===== config.mk =====
export PLATFORM = sky130hd
export DESIGN_NAME = pmod_port_arbiter
export DESIGN_NICKNAME = d
export VERILOG_FILES = /design/src/rtl/pmod_arb_pkg.sv /design/src/rtl/rr_picker.sv /design/src/rtl/pmod_port_arbiter.sv
export SDC_FILE = /design/constraint.sdc
export NUM_CORES = 1
export LEC_CHECK = 0
export CAP_MARGIN = 25
export CORE_AREA = 2 2 74 76
export CTS_CLUSTER_SIZE = 14
export DETAILED_ROUTE_END_ITERATION = 10
export DIE_AREA = 0 0 76 78
export GPL_ROUTABILITY_DRIVEN = 0
export GPL_TIMING_DRIVEN = 0
export PLACE_DENSITY = 0.77
export SLEW_MARGIN = 20
export SYNTH_ARGS = -nofsm -noshare
export SYNTH_HDL_FRONTEND = slang
export SYNTH_SLANG_ARGS = --single-unit

===== constraint.sdc =====
create_clock -name clk -period 2 [get_ports clk]
set_input_delay 0.4 -clock clk [delete_from_list [all_inputs] [get_ports clk]]
set_output_delay 0.4 -clock clk [all_outputs]
set_load 0.1 [all_outputs]

===== src/rtl/pmod_arb_pkg.sv =====
`timescale 1ns/1ps
`default_nettype none
// +----------------------------------------------------------------------+
// | Package : pmod_arb_pkg                                               |
// | Shared types and constants for the PMOD port arbiter: FSM state     |
// | encoding, counter-width helper and the pin high-Z constant.          |
// | Revision: 1.0  initial release                                       |
// +----------------------------------------------------------------------+
package pmod_arb_pkg;

  // Arbiter FSM states, explicit 2-bit encoding
  typedef enum logic [1:0] {
    IDLE  = 2'd0,
    GRANT = 2'd1,
    TURN  = 2'd2
  } arb_state_t;

  // Bits needed to hold any value in 0..max_val (at least one bit)
  function automatic int cnt_w(input int max_val);
    int w;
    w = 1;
    while ((1 << w) <= max_val) w++;
    return w;
  endfunction

  // Default timing knobs and the counter widths they imply
  localparam int MAX_HOLD_DEF   = 1024;
  localparam int GAP_CYCLES_DEF = 2;
  localparam int HOLD_CNT_W     = cnt_w(MAX_HOLD_DEF);
  localparam int GAP_CNT_W      = cnt_w(GAP_CYCLES_DEF);

  // Tri-state enable level that releases a pin (replicated to pin width)
  localparam logic c_TRI_HIZ = 1'b1;

endpackage : pmod_arb_pkg
`default_nettype wire


===== src/rtl/rr_picker.sv =====
`timescale 1ns/1ps
`default_nettype none
// +----------------------------------------------------------------------+
// | Module  : rr_picker                                                  |
// | Combinational round-robin pick: first asserted request at or after  |
// | ptr, wrapping. Returns one-hot, index and a valid flag.              |
// | Revision: 1.0  initial release                                       |
// +----------------------------------------------------------------------+
module rr_picker
  import pmod_arb_pkg::*;
#(
  parameter int NUM_REQ = 2
) (
  input  logic [NUM_REQ-1:0]         req,
  input  logic [$clog2(NUM_REQ)-1:0] ptr,
  output logic [NUM_REQ-1:0]         onehot,
  output logic [$clog2(NUM_REQ)-1:0] idx,
  output logic                       valid
);

  localparam int c_IDW = $clog2(NUM_REQ);

  logic [c_IDW-1:0] w_cand;

  // Scan NUM_REQ positions starting at ptr; the first hit wins
  always_comb begin
    onehot = '0;
    idx    = '0;
    valid  = 1'b0;
    w_cand = '0;
    for (int i = 0; i < NUM_REQ; i++) begin
      w_cand = c_IDW'((int'(ptr) + i) % NUM_REQ);
      if (!valid && req[w_cand]) begin
        valid          = 1'b1;
        onehot[w_cand] = 1'b1;
        idx            = w_cand;
      end
    end
  end

endmodule : rr_picker
`default_nettype wire


===== src/rtl/pmod_port_arbiter.sv =====
`timescale 1ns/1ps
`default_nettype none
// +----------------------------------------------------------------------+
// | Module  : pmod_port_arbiter                                          |
// | Shares one PMOD connector between NUM_REQ requesters. Round-robin    |
// | ownership, forced high-Z turnaround gap between owners, optional     |
// | max-hold preemption and a 2-flop synchronized input path.            |
// | Optional macro: PMOD_ARB_LOCK_EN adds rq_lock, which freezes the     |
// | hold counter and suppresses preemption while the owner holds it.     |
// | Revision: 1.0  initial release                                       |
// +----------------------------------------------------------------------+
module pmod_port_arbiter
  import pmod_arb_pkg::*;
#(
  parameter int NUM_REQ    = 2,
  parameter int WIDTH      = 8,
  parameter int GAP_CYCLES = GAP_CYCLES_DEF,
  parameter int MAX_HOLD   = MAX_HOLD_DEF
) (
  input  logic                         clk,
  input  logic                         reset,
  input  logic [NUM_REQ-1:0]           req,
`ifdef PMOD_ARB_LOCK_EN
  input  logic [NUM_REQ-1:0]           rq_lock,
`endif
  output logic [NUM_REQ-1:0]           grant,
  input  logic [NUM_REQ*WIDTH-1:0]     rq_data_out,
  input  logic [NUM_REQ*WIDTH-1:0]     rq_tri_out,
  output logic [NUM_REQ*WIDTH-1:0]     rq_data_in,
  output logic [WIDTH-1:0]             pmod_data_out,
  output logic [WIDTH-1:0]             pmod_tri_out,
  input  logic [WIDTH-1:0]             pmod_data_in,
  output logic [$clog2(NUM_REQ)-1:0]   owner_id,
  output logic                         busy
);

  localparam int c_IDW    = $clog2(NUM_REQ);
  localparam int c_HOLD_W = cnt_w(MAX_HOLD);
  localparam int c_GAP_W  = cnt_w(GAP_CYCLES);

  // Preemption fires on the edge where the waiting count reaches MAX_HOLD,
  // i.e. when the registered count already equals MAX_HOLD-1.
  localparam logic [c_HOLD_W-1:0] c_HOLD_LAST  = c_HOLD_W'((MAX_HOLD > 0) ? MAX_HOLD - 1 : 0);
  localparam logic [c_GAP_W-1:0]  c_GAP_LAST   = c_GAP_W'(GAP_CYCLES - 1);
  localparam logic [c_IDW-1:0]    c_ID_LAST    = c_IDW'(NUM_REQ - 1);
  localparam logic                c_PREEMPT_EN = (MAX_HOLD != 0);
  localparam logic [WIDTH-1:0]    c_PINS_HIZ   = {WIDTH{c_TRI_HIZ}};

  arb_state_t            r_state;
  arb_state_t            w_state_nxt;
  logic [NUM_REQ-1:0]    r_grant;
  logic [NUM_REQ-1:0]    w_grant_nxt;
  logic [c_IDW-1:0]      r_owner;
  logic [c_IDW-1:0]      w_owner_nxt;
  logic [c_IDW-1:0]      r_ptr;
  logic [c_IDW-1:0]      w_ptr_nxt;
  logic [c_HOLD_W-1:0]   r_hold;
  logic [c_HOLD_W-1:0]   w_hold_nxt;
  logic [c_GAP_W-1:0]    r_gap;
  logic [c_GAP_W-1:0]    w_gap_nxt;
  logic [WIDTH-1:0]      r_pin_data;
  logic [WIDTH-1:0]      w_pin_data_nxt;
  logic [WIDTH-1:0]      r_pin_tri;
  logic [WIDTH-1:0]      w_pin_tri_nxt;
  logic [WIDTH-1:0]      r_sync1;
  logic [WIDTH-1:0]      r_sync2;

  logic [NUM_REQ-1:0]    w_pick_onehot;
  logic [c_IDW-1:0]      w_pick_idx;
  logic                  w_pick_valid;
  logic [WIDTH-1:0]      w_own_data;
  logic [WIDTH-1:0]      w_own_tri;
  logic                  w_others_wait;
  logic                  w_owner_req;
  logic                  w_lock;
  logic                  w_preempt;

  rr_picker #(
    .NUM_REQ (NUM_REQ)
  ) u_picker (
    .req    (req),
    .ptr    (r_ptr),
    .onehot (w_pick_onehot),
    .idx    (w_pick_idx),
    .valid  (w_pick_valid)
  );

  // r_grant is one-hot (or zero), so it doubles as the owner mask
  assign w_others_wait = |(req & ~r_grant);
  assign w_owner_req   = |(req & r_grant);

`ifdef PMOD_ARB_LOCK_EN
  assign w_lock = |(rq_lock & r_grant);
`else
  assign w_lock = 1'b0;
`endif

  // Select the owner's drive and enable slices with a one-hot AND-OR mux
  always_comb begin
    w_own_data = '0;
    w_own_tri  = '0;
    for (int k = 0; k < NUM_REQ; k++) begin
      if (r_grant[k]) begin
        w_own_data = w_own_data | rq_data_out[k*WIDTH +: WIDTH];
        w_own_tri  = w_own_tri  | rq_tri_out[k*WIDTH +: WIDTH];
      end
    end
  end

  // Next-state and registered-output decode; pins default to released
  always_comb begin
    w_state_nxt    = r_state;
    w_grant_nxt    = r_grant;
    w_owner_nxt    = r_owner;
    w_ptr_nxt      = r_ptr;
    w_hold_nxt     = r_hold;
    w_gap_nxt      = r_gap;
    w_pin_data_nxt = '0;
    w_pin_tri_nxt  = c_PINS_HIZ;
    w_preempt      = 1'b0;

    case (r_state)
      IDLE: begin
        w_hold_nxt = '0;
        w_gap_nxt  = '0;
        if (w_pick_valid) begin
          w_state_nxt = GRANT;
          w_grant_nxt = w_pick_onehot;
          w_owner_nxt = w_pick_idx;
        end
      end

      GRANT: begin
        w_pin_data_nxt = w_own_data;
        w_pin_tri_nxt  = w_own_tri;

        // Count only cycles in which someone else is waiting; a lock freezes it
        if (!w_lock) begin
          if (w_others_wait) begin
            if (r_hold != c_HOLD_LAST) begin
              w_hold_nxt = r_hold + 1'b1;
            end
          end else begin
            w_hold_nxt = '0;
          end
        end

        w_preempt = c_PREEMPT_EN && !w_lock && w_others_wait && (r_hold == c_HOLD_LAST);

        if (!w_owner_req || w_preempt) begin
          w_state_nxt    = TURN;
          w_grant_nxt    = '0;
          w_pin_data_nxt = '0;
          w_pin_tri_nxt  = c_PINS_HIZ;
          w_ptr_nxt      = (r_owner == c_ID_LAST) ? '0 : r_owner + 1'b1;
          w_hold_nxt     = '0;
          w_gap_nxt      = '0;
        end
      end

      TURN: begin
        if (r_gap == c_GAP_LAST) begin
          w_state_nxt = IDLE;
          w_gap_nxt   = '0;
        end else begin
          w_gap_nxt = r_gap + 1'b1;
        end
      end

      default: begin
        w_state_nxt = IDLE;
        w_grant_nxt = '0;
      end
    endcase
  end

  // State, arbitration bookkeeping and registered pin drive
  always_ff @(posedge clk or posedge reset) begin
    if (reset) begin
      r_state    <= IDLE;
      r_grant    <= '0;
      r_owner    <= '0;
      r_ptr      <= '0;
      r_hold     <= '0;
      r_gap      <= '0;
      r_pin_data <= '0;
      r_pin_tri  <= c_PINS_HIZ;
    end else begin
      r_state    <= w_state_nxt;
      r_grant    <= w_grant_nxt;
      r_owner    <= w_owner_nxt;
      r_ptr      <= w_ptr_nxt;
      r_hold     <= w_hold_nxt;
      r_gap      <= w_gap_nxt;
      r_pin_data <= w_pin_data_nxt;
      r_pin_tri  <= w_pin_tri_nxt;
    end
  end

  // Two-flop synchronizer on the pin readback
  always_ff @(posedge clk or posedge reset) begin
    if (reset) begin
      r_sync1 <= '0;
      r_sync2 <= '0;
    end else begin
      r_sync1 <= pmod_data_in;
      r_sync2 <= r_sync1;
    end
  end

  // Only the current owner sees live pin data
  generate
    for (genvar k = 0; k < NUM_REQ; k++) begin : g_din
      assign rq_data_in[k*WIDTH +: WIDTH] = r_grant[k] ? r_sync2 : '0;
    end
  endgenerate

  assign grant         = r_grant;
  assign owner_id      = r_owner;
  assign busy          = (r_state != IDLE);
  assign pmod_data_out = r_pin_data;
  assign pmod_tri_out  = r_pin_tri;

endmodule : pmod_port_arbiter
`default_nettype wire

* After elaboration in Yosys (flattened, before gate mapping)
Index checks and enable logic that the tools add are counted.
Operators by class: $add $sub $neg 4, $lt $le $gt $ge 4, equality and inequality tests 9, multiplexer cells 38, bitwise gates (word level) 7, reduce and logical (&&, ||, !) cells 19
Operators by type and width (count):
- 8-bit two-way mux | 10
- 11-bit two-way mux | 3
- 11-bit case mux with 2 select lines | 1
- 2-bit case mux with 3 select lines | 3
- 2-bit two-way mux | 8
- 8-bit OR | 2
- 11-bit by 1-bit adder with 11-bit output, second input constant | 1
- 11-bit by 10-bit equality test with 1-bit output, second input constant | 1
- 1-bit two-way mux | 11
- 11-bit by 10-bit inequality test with 1-bit output, second input constant | 1
- 2-bit AND reduction | 4
- 3-bit AND reduction | 2
- 2-bit AND | 2
- 2-bit by 1-bit equality test with 1-bit output, second input constant | 2
- 1-bit logical AND | 4
- 1-bit by 2-bit less-than comparator with 1-bit output, second input constant | 2
- 2-bit inequality test, second input constant | 2
- 4-bit inequality test, second input constant | 1
- 2-bit nonzero test | 2
- 2-bit OR reduction | 2
- 3-bit nonzero test | 1
- 1-bit adder, second input constant | 2
- 2-bit by 1-bit adder with 2-bit output, second input constant | 1
- 1-bit demux with 1-bit select | 2
- 9 further kinds | 11
Storage, ports and cells: bits in registers 51, input port bits 44, output and inout bits 36, word-level logic and storage cells 91

* Longest topological paths before layout
depth after elaboration 9, mapped depth 6, depth with buffers taken out 5

* Hierarchy
From an unflattened synthesis, not the netlist that was laid out.
Unflattened totals: cell total of the unflattened synthesis 191, area total of the unflattened synthesis 2242.2 µm²
By module, submodules not included:
- pmod_port_arbiter | times used 1, cells an instance 186, area each 2209.6 µm²
- rr_picker | times used 1, cells an instance 5, area each 32.5 µm²

* Worst setup path before layout
Ideal clock, no wire load.
kind reg-to-output, start reg r_grant[1], in the netlist grant[1], end out rq_data_in[10], arrival time 2226 ps, setup slack -626 ps, cell stages (with the launch flop) 4, cells stage by stage dfrtp_1 -> buf_2 -> clkbuf_1 -> and2_1
On the way: longest elaborated chain between the ends 1
RTL lines:
- start: declaration | RTL line pmod_port_arbiter.sv:51 | logic [NUM_REQ-1:0] r_grant;
- start signal: assignment | RTL line pmod_port_arbiter.sv:190 | r_grant <= w_grant_nxt;
- 8-bit two-way mux | RTL line pmod_port_arbiter.sv:214 | assign rq_data_in[k*WIDTH +: WIDTH] = r_grant[k] ? r_sync2 : '0;
- end: declaration | RTL line pmod_port_arbiter.sv:29 | output logic [NUM_REQ*WIDTH-1:0] rq_data_in,
Every way passes these cells.

* Worst setup path in the final report
start reg r_grant[0], in the netlist grant[0], end out grant[0]
RTL lines:
- end: declaration | RTL line pmod_port_arbiter.sv:26 | output logic [NUM_REQ-1:0] grant,
No word-level cell between the ends.

==> results.toml <==
[drt]
top_layer = "met4"
wl_met3_um = 228
vias = 1766
drc = 0
wirelength_mm = 5.09
detail-route-antenna-nets = 0
avgRoutedWirePerCell_um = 14.7
drt-initial-drc-count = 107
avgViaCountPerCell = 5.10
wl_met2_mm = 2.62
m1WireLength_mm = 2.16
firstDrtPassIters = 4

[cts]
hold_buffers = 0
root_buffer = "clkbuf_8"
clock_sinks = 51
cts_tree = "done"
cts_made_buffers = 5
cts.htree.levels = 2
clk_latency_ns = 0.31
clk_pin_slew_ns = 0.09
clockBufferDepth = 2

[critical_path]
critPathMaxStageDelay_ns = 0.86
worstPathCellList = "dlygate4sd2_1"
critPathSlowestCell = "dlygate4sd2_1"
crit_path_end_kind = "output port"
critPathLaunchType = "register"
worstPathRequired_ns = 1.60
crit_arrival_ns = 1.54
crit_type = "register to output port"
crit_family = "buffers and inverters"
cp_max_fo = 2
timing.critical_path.buf_inv = 1

[timing]
finalSetupViolCount = 0
final_max_slew_viol_count = 0
finalCritPeriodShare_pct = 97.1
worst_pin_slew_ns = 0.988
finalCriticalPeriod_ns = 1.94
slew-limit-headroom_pct = 34.4
finalHoldViolCount = 0
clock.fmax_ghz = 0.515
hold_slack_ns = 0.355
clock_skew_ns = 0.00736
rsz0062_at_grt = "no"

[placed_design]
placed_cell_area_um2 = 3100
hpwl_mm = 3.75
placement.io_buffers = 79
dp_cells = 338

[layout]
stdcell_count = 346
diodes = 0
final_nets = 320
design_area_um2 = 3220
postLayoutCoreUtil_pct = 63.8
ff_latch_area_um2 = 1290
areaGrowthSynthToFinish_pct = 48.2
drive_above_1_share_pct = 27.5
multiInputGateArea_um2 = 848
fillerInstances = 409

[power]
clkPwrFrac_pct = 16.6
netSwitchingFraction_pct = 50.4
power.density_nw_per_um2 = 1350
seqPwrFrac_pct = 28.6
comb_power_share_pct = 54.8
p_int_uw = 2160
power_leakage_uw = 0.00145
switching_power_uw = 2200
ir_worst_vdd_mv = 1.12

[grt]
grt_max_degree = 31
antenna_found_initial = 0
track_usage_pct = 18.5
grt_pass1_vias = 1738
grt_pass1_wl_mm = 8.59
grt_overflow = 0

[floorplanning]
start_util_pct = 43.1
die_w_um = 76
rows = 26
die_area_um2 = 5930
core_area_um2 = 5040
ios = 80
die_h_um = 78

[logic_synthesis]
syn_inst = 188
synth_cell_types = 43
synth_ff_type = "dfrtp_1"
synth_seq_area_share_pct = 59.3
syn_nets = 233
ys_ff_latch = 51
synth_area_um2 = 2170
synth_edf_count = 0
yosysMostFrequentCell = "dfrtp_1"
yosys.area.top_type_share_pct = 49.6
synth_area_leader_cell = "dfrtp_1"
avgSynthCellArea_um2 = 11.5
ys.warnings.count = 0
synth_area_leaders = "dfrtp_1 (50%), dfstp_2 (9.7%), a221o_1 (4.6%)"
async_reset_ff_share_pct = 100
synth_commonest_cells = "dfrtp_1 (43), and2_1 (16), nand2_1 (14), nor2_1 (14)"

[run]
drv_cap = 0

[outcome]
outcome = "completed"

[worst_hold_path]
hp-class = "register to register"
cells by family (layout without fill, tap and decap cells):
family,Yosys count,count (layout),share of synthesized area [%]
AND/OR/NAND/NOR,70,70,17.5
flip-flops,51,51,59.3
AO/OA/AOI/OAI,47,47,17.6
buffers and inverters,15,103,3.40
XOR/XNOR,3,3,1.21
adder cells (fa/ha/maj),1,1,0.576
multiplexers,1,1,0.461
state kept, by name, indices dropped and copies added (netlist names):
name	flops
r_hold	11
pmod_data_out	8
pmod_tri_out	8
r_sync1	8
r_sync2	8
grant	2
r_gap	2
r_state	2
owner_id	1
r_ptr	1
cell usage in the layout, fill, tap and decap left out, types with 3 or more instances in the layout:
cell	synthesis	layout
a221o_1	10	10
a22oi_1	8	8
and2_2	0	16
buf_4	2	11
buf_6	1	9
clkbuf_1	6	4
clkbuf_8	0	5
clkdlybuf4s15_2	0	8
clkdlybuf4s50_1	0	41
dfrtp_1	43	41
dfstp_2	8	8
dlygate4sd2_1	0	10
inv_1	4	3
nand2_1	14	14
nand3_1	5	4
nor2_1	14	13
nor3_1	5	5
o21ai_0	10	10
final timing paths:
path	slack [ns]	to	start	depth (start not counted)
min reg2reg	0.36	r_sync2[7]	r_sync1[7]	0
min	0.36	r_sync2[7]	r_sync1[7]	0
max	0.06	grant[0]	grant[0]	1
max in group asynchronous	1.06	grant[1]	reset	3
min in group asynchronous	0.42	pmod_data_out[6]	reset	2
max reg2reg	0.12	r_hold[4]	grant[1]	6
metal layers:
metal	track usage [%]	up-vias
met5	0	-
met4	6.73	0
met3	4.07	9
met2	31.6	49
met1	23.1	856
li1	-	852
power by group through the flow:
| stage | registers [uW] | clock network (uW) | logic [uW] |
|---|---|---|---|
| floorplan | 1750 | 0 | 1350 |
| global placement | 1260 | 0 | 2400 |
| detailed placement | 1260 | 0 | 2420 |
| CTS | 1240 | 756 | 2360 |
| global route | 1260 | 794 | 2520 |
| finish | 1250 | 724 | 2390 |
per-stage QoR:
stage                     power, uW  setup slack [ns]  setup TNS [ns]
after detailed placement       3680            -0.614          -15.37
after global placement         3660            -0.698          -39.22
after global routing           4580           0.00603               0
after CTS                      4360           0.00550               0
after floorplan                3100           -0.0587          -0.465
final                          4360            0.0584               0
final cells by class:
| type | instances | share of cell area (%) |
|---|---|---|
| Buffer | 11 | 1.91 |
| Clock buffer | 5 | 2.14 |
| Sequential cell | 51 | 40.0 |
| Multi-Input combinational cell | 122 | 26.4 |
| Timing Repair Buffer | 80 | 24.9 |
| Inverter | 4 | 0.467 |
| Tap cell | 70 | 2.72 |
| Clock inverter | 3 | 1.48 |
repair_timing:
item	CTS	global route
setup endpoints to repair	36	26
setup buffers	0	0
gates resized for setup	139	14
Note: power is estimated with default switching activity, not from simulation.
